==> config.mk <==
export PLATFORM = sky130hd
export DESIGN_NAME = frame_fetch_scheduler_flat
export DESIGN_NICKNAME = d
export VERILOG_FILES = /design/src/rtl/frame_fetch_if.sv /design/src/rtl/frame_fetch_scheduler.sv /design/src/flat_wrapper.sv
export SDC_FILE = /design/constraint.sdc
export NUM_CORES = 1
export LEC_CHECK = 0
export CAP_MARGIN = 10
export CELL_PAD_IN_SITES_DETAIL_PLACEMENT = 1
export CELL_PAD_IN_SITES_GLOBAL_PLACEMENT = 2
export CORE_MARGIN = 2
export CORE_UTILIZATION = 27
export CTS_CLUSTER_SIZE = 40
export DETAILED_ROUTE_END_ITERATION = 10
export GPL_TIMING_DRIVEN = 0
export PLACE_DENSITY_LB_ADDON = 0.1
export SETUP_SLACK_MARGIN = 0.1
export SYNTH_ARGS = -nofsm -noshare
export SYNTH_HDL_FRONTEND = slang
export SYNTH_SLANG_ARGS = --single-unit
==> constraint.sdc <==
create_clock -name clk -period 2.7 [get_ports clk]
set_clock_uncertainty 0.05 [all_clocks]
set_input_delay 0.405 -clock clk [delete_from_list [all_inputs] [get_ports clk]]
set_output_delay 0.405 -clock clk [all_outputs]
set_load 0.02 [all_outputs]
==> src/rtl/frame_fetch_if.sv <==
// AXI4 read-address channel plus the per-burst completion strobe.
// Signal suffixes are named from the scheduler's point of view:
// _o is driven by the master and _i is driven by the slave side.
interface frame_fetch_if #(
    parameter int ADDR_W = 32,
    parameter int ID_W   = 2
);
    logic [ID_W-1:0]   m_arid_o;
    logic [ADDR_W-1:0] m_araddr_o;
    logic [7:0]        m_arlen_o;
    logic [1:0]        m_arburst_o;
    logic              m_arvalid_o;
    logic              m_arready_i;
    logic              r_done_i;

    modport master (
        output m_arid_o, m_araddr_o, m_arlen_o, m_arburst_o, m_arvalid_o,
        input  m_arready_i, r_done_i
    );

    modport slave (
        input  m_arid_o, m_araddr_o, m_arlen_o, m_arburst_o, m_arvalid_o,
        output m_arready_i, r_done_i
    );
endinterface

==> src/rtl/frame_fetch_scheduler.sv <==
// Frame fetch scheduler: issues the AR bursts of one frame, tags each
// burst with a round-robin image-processor index on ARID, caps the number
// of bursts in flight and reports frame busy/done to frame-level control.
module frame_fetch_scheduler #(
    parameter int ADDR_W    = 32,
    parameter int DATA_W    = 256,
    parameter int IP_AMT    = 2,
    parameter int ID_W      = 2,
    parameter int BURST_LEN = 16,
    parameter int MAX_OUTS  = 4,
    parameter int CNT_W     = 16
) (
    input  logic              clk,
    input  logic              rst_n,
    input  logic              start_i,
    input  logic              abort_i,
    input  logic [ADDR_W-1:0] base_addr_i,
    input  logic [CNT_W-1:0]  frame_bursts_i,
    output logic              busy_o,
    output logic              done_o,
    frame_fetch_if.master     ar_if
);

    localparam int BURST_BYTES = BURST_LEN * DATA_W / 8;
    localparam int OUT_W       = $clog2(MAX_OUTS + 1);

    typedef enum logic [1:0] {
        S_IDLE,
        S_ISSUE,
        S_DRAIN,
        S_DONE
    } state_t;

    state_t             state_q, state_d;
    logic [ADDR_W-1:0]  addr_q, addr_d;
    logic [ID_W-1:0]    ip_idx_q, ip_idx_d;
    logic [CNT_W-1:0]   remaining_q, remaining_d;
    logic [OUT_W-1:0]   outstanding_q, outstanding_d;
    logic               arvalid_q, arvalid_d;
    // Abort seen while a request was stalled; the stalled request must
    // still complete its handshake before the frame drains.
    logic               abort_pend_q, abort_pend_d;
    logic               ar_hs;

    assign ar_hs = arvalid_q & ar_if.m_arready_i;

    // In-flight burst count: +1 per AR handshake, -1 per returned burst,
    // unchanged when both happen together, never below zero.
    always_comb begin
        outstanding_d = outstanding_q;
        if (ar_hs && !ar_if.r_done_i) begin
            outstanding_d = outstanding_q + OUT_W'(1);
        end else if (!ar_hs && ar_if.r_done_i && (outstanding_q != '0)) begin
            outstanding_d = outstanding_q - OUT_W'(1);
        end
    end

    // Frame sequencing: next state, address/index/remaining updates and AR valid.
    always_comb begin
        state_d      = state_q;
        addr_d       = addr_q;
        ip_idx_d     = ip_idx_q;
        remaining_d  = remaining_q;
        arvalid_d    = arvalid_q;
        abort_pend_d = abort_pend_q;

        if (ar_hs) begin
            addr_d      = addr_q + ADDR_W'(BURST_BYTES);
            ip_idx_d    = (ip_idx_q == ID_W'(IP_AMT - 1)) ? '0 : ip_idx_q + ID_W'(1);
            remaining_d = remaining_q - CNT_W'(1);
        end

        unique case (state_q)
            S_IDLE: begin
                arvalid_d    = 1'b0;
                abort_pend_d = 1'b0;
                if (start_i) begin
                    if (frame_bursts_i != '0) begin
                        addr_d      = base_addr_i;
                        remaining_d = frame_bursts_i;
                        ip_idx_d    = '0;
                        state_d     = S_ISSUE;
                    end else begin
                        // Empty frame: pass through DRAIN (nothing in flight)
                        // so busy shows for one cycle before the done pulse.
                        remaining_d = '0;
                        state_d     = S_DRAIN;
                    end
                end
            end

            S_ISSUE: begin
                if (arvalid_q) begin
                    if (ar_hs) begin
                        if (abort_i || abort_pend_q || (remaining_q == CNT_W'(1))) begin
                            arvalid_d = 1'b0;
                            state_d   = S_DRAIN;
                        end else begin
                            // Back-to-back issue when the window still has room.
                            arvalid_d = (outstanding_d < OUT_W'(MAX_OUTS));
                        end
                    end else if (abort_i) begin
                        // Request is committed on the bus; remember the abort.
                        abort_pend_d = 1'b1;
                    end
                end else if (abort_i) begin
                    state_d = S_DRAIN;
                end else begin
                    arvalid_d = (outstanding_q < OUT_W'(MAX_OUTS));
                end
            end

            S_DRAIN: begin
                arvalid_d    = 1'b0;
                abort_pend_d = 1'b0;
                if (outstanding_q == '0) begin
                    state_d = S_DONE;
                end
            end

            S_DONE: begin
                arvalid_d = 1'b0;
                state_d   = S_IDLE;
            end

            default: begin
                arvalid_d = 1'b0;
                state_d   = S_IDLE;
            end
        endcase
    end

    // State and datapath registers; reset clears everything, including a
    // pending AR request.
    always_ff @(posedge clk or negedge rst_n) begin
        if (!rst_n) begin
            state_q       <= S_IDLE;
            addr_q        <= '0;
            ip_idx_q      <= '0;
            remaining_q   <= '0;
            outstanding_q <= '0;
            arvalid_q     <= 1'b0;
            abort_pend_q  <= 1'b0;
        end else begin
            state_q       <= state_d;
            addr_q        <= addr_d;
            ip_idx_q      <= ip_idx_d;
            remaining_q   <= remaining_d;
            outstanding_q <= outstanding_d;
            arvalid_q     <= arvalid_d;
            abort_pend_q  <= abort_pend_d;
        end
    end

    assign busy_o = (state_q == S_ISSUE) || (state_q == S_DRAIN);
    assign done_o = (state_q == S_DONE);

    assign ar_if.m_arvalid_o = arvalid_q;
    assign ar_if.m_araddr_o  = addr_q;
    assign ar_if.m_arid_o    = ip_idx_q;
    assign ar_if.m_arlen_o   = 8'(BURST_LEN - 1);
    assign ar_if.m_arburst_o = 2'b01;

endmodule

==> src/flat_wrapper.sv <==
// flat-port wrapper written by rule: the top's interface ports become plain ports
module frame_fetch_scheduler_flat 
#(
    parameter int ADDR_W    = 32,
    parameter int DATA_W    = 256,
    parameter int IP_AMT    = 2,
    parameter int ID_W      = 2,
    parameter int BURST_LEN = 16,
    parameter int MAX_OUTS  = 4,
    parameter int CNT_W     = 16
)
  (clk, rst_n, start_i, abort_i, base_addr_i, frame_bursts_i, busy_o, done_o, ar_if_m_arid_o, ar_if_m_araddr_o, ar_if_m_arlen_o, ar_if_m_arburst_o, ar_if_m_arvalid_o, ar_if_m_arready_i, ar_if_r_done_i);
  frame_fetch_if #(.ADDR_W(ADDR_W), .ID_W(ID_W)) ar_if_i ();
  input  logic clk;
  input  logic rst_n;
  input  logic start_i;
  input  logic abort_i;
  input  logic [ADDR_W-1:0] base_addr_i;
  input  logic [CNT_W-1:0] frame_bursts_i;
  output logic busy_o;
  output logic done_o;
  output wire logic [$bits(ar_if_i.m_arid_o)-1:0] ar_if_m_arid_o;
  output wire logic [$bits(ar_if_i.m_araddr_o)-1:0] ar_if_m_araddr_o;
  output wire logic [$bits(ar_if_i.m_arlen_o)-1:0] ar_if_m_arlen_o;
  output wire logic [$bits(ar_if_i.m_arburst_o)-1:0] ar_if_m_arburst_o;
  output wire logic [$bits(ar_if_i.m_arvalid_o)-1:0] ar_if_m_arvalid_o;
  input wire logic [$bits(ar_if_i.m_arready_i)-1:0] ar_if_m_arready_i;
  input wire logic [$bits(ar_if_i.r_done_i)-1:0] ar_if_r_done_i;
  assign ar_if_m_arid_o = ar_if_i.m_arid_o;
  assign ar_if_m_araddr_o = ar_if_i.m_araddr_o;
  assign ar_if_m_arlen_o = ar_if_i.m_arlen_o;
  assign ar_if_m_arburst_o = ar_if_i.m_arburst_o;
  assign ar_if_m_arvalid_o = ar_if_i.m_arvalid_o;
  assign ar_if_i.m_arready_i = ar_if_m_arready_i;
  assign ar_if_i.r_done_i = ar_if_r_done_i;
  frame_fetch_scheduler #(.ADDR_W(ADDR_W), .DATA_W(DATA_W), .IP_AMT(IP_AMT), .ID_W(ID_W), .BURST_LEN(BURST_LEN), .MAX_OUTS(MAX_OUTS), .CNT_W(CNT_W)) u_core (.clk(clk), .rst_n(rst_n), .start_i(start_i), .abort_i(abort_i), .base_addr_i(base_addr_i), .frame_bursts_i(frame_bursts_i), .busy_o(busy_o), .done_o(done_o), .ar_if(ar_if_i));
endmodule
==> impl_metrics.yaml, run 1 <==
global_routing:
  grt_antenna_before_repair: 0
  grt_start_max_net_pins: 58
  grtUsageTotal_pct: 17.3
  groute.layer.met2.usage_pct: 26.0
  grt_first_pass_wirelength_mm: 17.3
  globalRouteOverflowTotal: 0
  busiest_layer: "met2"
  vias_in_the_first_global_route: 3245
  grt_met3_usage_pct: 3.92
  use_met1_pct: 24.3
layout:
  area_delta_synth_final_pct: 42.5
  post-route-cell-area_mm2: 0.00468
  fin_util_pct: 39.1
  antenna-diode-count: 0
  fin_nets: 545
  layout_cell_share_with_drive_strength_beyond_1_pct: 8.66
power:
  power.leakage_uw: 0.00189
  internal_power_uw: 3000
  power.share.switching_pct: 42.0
  seq_power_share_pct: 33.5
  p_sw_uw: 2180
  comb_power_share_pct: 45.4
  ir_worst_vdd_mv: 0.544
  power_per_cell_area_mw_per_mm2: 1110
  clkPwrFrac_pct: 21.1
critical_path:
  reg2reg_depth: 6
  critical_path_arrival_ns: 2.53
  required_ns: 2.89
  worstSetupStartpointType: "input pin"
  reg2reg_setup_slack_ns: 0.38
  critical_path_peak_fanout: 10
  worst_r2r_endpoint: "u_core.ar_if.m_araddr_o[29]"
  timing_worst_setup_path_type: "input pin to flip-flop"
  critical_path.startpoint: "frame_bursts_i[6]"
  critical_path.endpoint_type: "flip-flop"
  crit-reg2reg-launch: "u_core.ar_if.m_araddr_o[9]"
  setup.worst_path.end: "u_core.ar_if.m_araddr_o[22]"
cts:
  clk-insertion-delay-late_ns: 0.34
  cts_num_sinks: 57
  cts-htree-levels: 3
  tritoncts_clock_tree: "yes"
  cts-buffers-inserted: 9
  cts.root.buffer_cell: "clkbuf_16"
  clockBufferDepth: 2
  ctsHoldBuffers: 0
  post_cts_setup_repair_bufs: 0
  path_clk_slew_ns: 0.06
logic_synthesis:
  synthDominantCellAreaShare_pct: 43.5
  synth_top_area_cell: "dfrtp_1"
  post_synth_xor_area_fraction_pct: 6.14
  post_syn_instances: 372
  synthTopCellsByArea: "dfrtp_1 (43%), nand2_1 (7.7%), ha_1 (4.2%)"
  synthMuxAreaShare_pct: 1.56
  post_synth_num_cell_types: 47
  synth_top_family_by_area: "simple AND/OR/NAND/NOR gates"
  ys_async_sr_fraction_pct: 100
  synth_compound_gate_area_share_pct: 13.6
  synthesis.area_per_instance_um2: 8.82
  dominantRegCellSynth: "dfrtp_1"
  yosysWarnings: 0
  seq_area_frac_synth_pct: 43.5
  synth.cell_area_mm2: 0.00328
  synth-edff-count: 0
  post_synth_fa_ha_maj_area_fraction_pct: 4.19
  ys_seq_elements: 57
  synthSimpleGateAreaFrac_pct: 25.1
placed_design:
  port_buffer_cells: 89
  finalWeightedCongestion: 0.779
  placed_cell_area_mm2: 0.00438
  dp_hpwl_mm: 7.81
die:
  pin_count: 101
  die_area_mm2: 0.0131
  die_width_um: 114
  initial_utilization_pct: 27.4
  vertical_die_dimension_um: 114
  core_area_mm2: 0.0120
  placementRows: 40
route:
  route.detailed.vias_per_inst: 4.97
  dr.pass1.iters: 5
  routed_wire_per_std_cell_um: 16.7
  drc_errors: 0
  via_count: 3144
  routed_wirelength_mm: 10.5
  drt_iter0_drc: 113
  drt_antenna_net_count: 0
outcome:
  result_of_the_run: "complete, no violations"
timing:
  layout_worst_path_cycle_share_pct: 86.5
  slew_violations: 0
  worstMarginPinSlew_ns: 0.777
  report.final.setup_viol: 0
  fin_setup_tns_ns: 0
  unrepaired_setup_endpoints_after_global_routing: "no"
  final_hold_viol_count: 0
  slew_headroom_pct: 48.2
  fmax_ghz: 0.428
  finalCriticalPeriod_ns: 2.33
hold_path:
  hold_path.class: "input pin to async pin"
job:
  cap_violations: 0
[routing by layer]
layer / part of all wire [%] / wire length [um]
met5: 0 / 0
met4: 1.6 / 169
met3: 4.6 / 483
met2: 45 / 4750
met1: 49 / 5130
[layout by cell type, fill, tap and decap left out, types with 4 or more instances in the layout]
| master | instances |
|---|---|
| a21oi_1 | 9 |
| a31oi_1 | 13 |
| buf_2 | 4 |
| buf_4 | 11 |
| clkbuf_1 | 4 |
| clkbuf_16 | 9 |
| clkbuf_2 | 4 |
| clkdlybuf4s50_1 | 88 |
| conb_1 | 10 |
| dfrtp_1 | 57 |
| ha_1 | 11 |
| inv_1 | 13 |
| mux2i_1 | 4 |
| nand2_1 | 67 |
| nand3_1 | 11 |
| nand4_1 | 9 |
| nor2_1 | 22 |
| nor3_1 | 9 |
| nor4_1 | 10 |
| o21ai_0 | 14 |
| o21ai_1 | 18 |
| o31ai_1 | 5 |
| or3_1 | 6 |
| or4_1 | 8 |
| xnor2_1 | 13 |
| xor2_1 | 10 |
[cells by family after synthesis]
kind of cell	Yosys count
xor gates and xnor gates	23
buffers and inverters	38
other	2
AOI/OAI and AO/OA	73
and+or+nand+nor	163
muxes	5
adders and majority gates	11
DFF	57
[worst max-delay path, stage by stage]
cell and delay, ns:
clkdlybuf4s50_1 0.44, nor4_1 0.54, a41o_1 0.41, buf_1 0.45, nor2_1 0.08, a31oi_1 0.20
[metrics by stage]
stage	instances	setup WS, ns	total power, uW	hold WS (ns)
6_report	632	0.366	5170	0.107
5_1_grt	632	0.128	5590	0.173
4_1_cts	632	0.231	5230	0.140
3_5_place_dp	616	-0.125	4110	0.415
3_3_place_gp	616	-1.02	4050	0.407
2_1_floorplan	380	0.550	3060	0.0594
[Yosys cell counts (2+ instances only)]
| master | number |
|---|---|
| o41ai_1 | 2 |
| mux2i_1 | 4 |
| buf_4 | 10 |
| o211ai_1 | 3 |
| nand3_2 | 2 |
| a41o_1 | 2 |
| nand2_1 | 67 |
| and2_1 | 3 |
| or3_1 | 6 |
| o21ai_1 | 18 |
| nor4_1 | 11 |
| buf_1 | 3 |
| o31ai_1 | 5 |
| nor2_1 | 22 |
| ha_1 | 11 |
| clkbuf_1 | 8 |
| o21ai_0 | 14 |
| or4_1 | 8 |
| nor3_1 | 9 |
| nor4b_1 | 2 |
| and3_1 | 2 |
| nand4b_1 | 3 |
| conb_1 | 2 |
| nand3_1 | 11 |
| buf_2 | 4 |
| xnor2_1 | 13 |
| xor2_1 | 10 |
| nand4_1 | 9 |
| a21oi_1 | 9 |
| inv_1 | 13 |
| dfrtp_1 | 57 |
| or2_2 | 2 |
| a31oi_1 | 13 |
[power groups by stage]
stage                     logic [uW]  registers (uW)  clock network [uW]
after floorplan                 1130            1930                   0
after global placement          2320            1730                   0
after detailed placement        2370            1740                   0
after CTS                       2380            1730                1120
after global routing            2620            1810                1160
final                           2350            1740                1090
[how the worst min path moves through the flow]
| stage | startpoint | end | slack [ns] | cells after the start |
|---|---|---|---|---|
| after CTS | rst_n | u_core.remaining_q[13] | 0.14 | 1 |
| after global placement | u_core.ar_if.m_araddr_o[0] | u_core.ar_if.m_araddr_o[0] | 0.41 | 2 |
| after detailed placement | u_core.ar_if.m_araddr_o[6] | u_core.ar_if.m_araddr_o[6] | 0.42 | 2 |
| final | rst_n | u_core.remaining_q[12] | 0.11 | 1 |
| after global routing | rst_n | u_core.remaining_q[14] | 0.17 | 1 |
| after floorplan | rst_n | u_core.abort_pend_q | 0.06 | 0 |
[state kept, by name, summed over array words and instances (netlist names)]
name	count
u_core.ar_if.m_arid_o	2
u_core.state_q	2
u_core.abort_pend_q	1
u_core.outstanding_q	3
u_core.ar_if.m_araddr_o	32
u_core.remaining_q	16
u_core.ar_if.m_arvalid_o	1
[what timing repair did]
| item | 4_1_cts | 5_1_grt |
|---|---|---|
| setup endpoints to repair | 0 | 21 |
| resized for setup | 0 | 9 |
| endpoints found under the hold margin | 0 | 0 |
[final cells by class]
cell class	instances	area, um^2
inverters	13	48.8
plain buffers	25	141
clock inverters	5	30.0
clock buffers	11	253
flip-flops and latches	57	1430
well taps	147	184
fillers	1366	7280
multi-input cells	285	1710
repair buffers	89	888
No activity file was read; power rests on OpenSTA's default activity.
==> run 2: changes to the inputs <==
==> constraint.sdc (replaced) <==
create_clock -name clk -period 2.7 [get_ports clk]
set_clock_uncertainty 0.05 [all_clocks]
set_input_delay 0.405 -clock clk [delete_from_list [all_inputs] [get_ports clk]]
set_output_delay 0.405 -clock clk [all_outputs]
set_load 0.1 [all_outputs]
==> run 2 against run 1 <==
Against the previous run: die area unchanged; clock power up 12%; sequential share of layout area about the same; combinational power up 70%; register-to-register slack worse by 0.03 ns; largest power group unchanged; fmax down 5.8%; worst hold slack worse by 0.010 ns.
==> impl_metrics.yaml, run 2 (synthesized netlist as in run 1, its figures left out) <==
outcome:
  result_of_the_run: "complete, no violations"
cts:
  clockBufferDepth: 2
  clk-insertion-delay-late_ns: 0.33
  path_clk_slew_ns: 0.05
  cts.root.buffer_cell: "clkbuf_16"
  cts-buffers-inserted: 9
  cts_num_sinks: 57
  cts-htree-levels: 3
  tritoncts_clock_tree: "yes"
job:
  cap_violations: 0
power:
  power.leakage_uw: 0.00188
  p_sw_uw: 3840
  internal_power_uw: 3140
  total_power_uw: 6980
  comb_power_share_pct: 57.1
  seq_power_share_pct: 25.3
  clkPwrFrac_pct: 17.5
  ir_worst_vdd_mv: 0.823
  power_per_cell_area_mw_per_mm2: 1480
  power.share.switching_pct: 55.0
critical_path:
  worstSetupStartpointType: "flip-flop"
  critical_path_peak_fanout: 4
  critical_path.endpoint_type: "primary output"
  timing_worst_setup_path_type: "flip-flop to primary output"
  reg2reg_depth: 7
  critical_path_arrival_ns: 2.02
  required_ns: 2.25
timing:
  layout_worst_path_cycle_share_pct: 91.8
  report.final.setup_viol: 0
  final_hold_viol_count: 0
  slew_violations: 0
  unrepaired_setup_endpoints_after_global_routing: "no"
  fmax_ghz: 0.404
  slew_headroom_pct: 32.8
  worstMarginPinSlew_ns: 1.00
  finalCriticalPeriod_ns: 2.48
placed_design:
  port_buffer_cells: 89
  dp_hpwl_mm: 7.81
  placed_cells: 616
  finalWeightedCongestion: 0.771
  placed_cell_area_mm2: 0.00440
global_routing:
  grt_start_max_net_pins: 58
  grtUsageTotal_pct: 17.3
  globalRouteOverflowTotal: 0
  grt_antenna_before_repair: 0
  vias_in_the_first_global_route: 3346
  grt_first_pass_wirelength_mm: 17.4
route:
  drt_antenna_net_count: 0
  route.detailed.vias_per_inst: 4.98
  routed_wire_per_std_cell_um: 16.8
  via_count: 3147
  drt_iter0_drc: 149
  drc_errors: 0
  dr.pass1.iters: 4
  routed_wirelength_mm: 10.6
die:
  core_area_mm2: 0.0120
  pin_count: 101
  die_area_mm2: 0.0131
  initial_utilization_pct: 27.4
  placementRows: 40
  vertical_die_dimension_um: 114
  die_width_um: 114
hold_path:
  hold_path.class: "input pin to async pin"
layout:
  fin_util_pct: 39.5
  area_delta_synth_final_pct: 43.9
  instances_no_fill: 632
  fin_nets: 545
  layout_cell_share_with_drive_strength_beyond_1_pct: 10.5
  largest_reg_flops: 32
  mostFrequentLayoutCell: "clkdlybuf4s50_1"
  post-route-cell-area_mm2: 0.00472
  final_cell_mix: "clkdlybuf4s50_1 (87), nand2_1 (67), dfrtp_1 (45), nor2_1 (22), o21ai_1 (18)"
  antenna-diode-count: 0
## run 2: cell types whose count changed in the layout (fill, tap and decap cells not counted), sizes merged
cell           delta
dlygate4sd2       +1
clkbuf            -1
bufinv            +2
clkdlybuf4s50     -1
clkinvlp          -1
## run 2: path summary, 6_finish.rpt
kind | from | end | slack (ns)
max | u_core.state_q[0] | done_o | 0.22
min | rst_n | u_core.remaining_q[11] | 0.1
max reg2reg | u_core.state_q[1] | u_core.ar_if.m_araddr_o[16] | 0.35
min reg2reg | u_core.ar_if.m_araddr_o[7] | u_core.ar_if.m_araddr_o[7] | 0.43
max in group asynchronous | rst_n | u_core.ar_if.m_araddr_o[11] | 1.93
min in group clk | u_core.ar_if.m_araddr_o[7] | u_core.ar_if.m_araddr_o[7] | 0.43
## run 2: cell type report
cell class / count / area [um^2]
Fill cell: 1395 / 7240
Multi-Input combinational cell: 285 / 1710
Sequential cell: 57 / 1440
Timing Repair Buffer: 89 / 887
Clock buffer: 10 / 229
Tap cell: 147 / 184
Buffer: 25 / 138
Clock inverter: 6 / 82.6
Inverter: 13 / 48.8
## run 2: power groups by stage
stage	clock network [uW]	logic (uW)	registers, uW
after floorplan	0	1320	3400
after global placement	0	3970	1750
after detailed placement	0	4030	1770
after CTS	1260	4030	1760
after global routing	1290	4260	1850
final	1220	3990	1770
## run 2: through the flow
stage	setup slack (ns)	setup TNS (ns)	hold WS (ns)
2_1_floorplan	0.301	0	0.0594
4_1_cts	0.198	0	0.140
6_report	0.223	0	0.0965
3_3_place_gp	-1.26	-60.96	0.413
3_5_place_dp	-0.108	-1.06	0.417
5_1_grt	0.122	0	0.171
## run 2: worst max-delay path: stages, from the launching register on
cell             delay, ns
dfrtp_1               0.39
ha_1                  0.17
clkdlybuf4s50_1       1.13
## run 2: repair_timing
action                     in CTS  in global routing
hold buffers                    0                  0
gates cloned                    0                  0
hold endpoints to repair        0                  0
setup buffers                   0                  0
resized for setup               1                  4
setup endpoints to repair       1                 12
## run 2: metal layers
layer	up-vias	share of wire [%]	track usage (%)
li1	1531	-	-
met1	1534	47	22.7
met2	68	47	28.0
met3	14	4.3	3.44
met4	0	1.9	7.07
met5	-	0	0
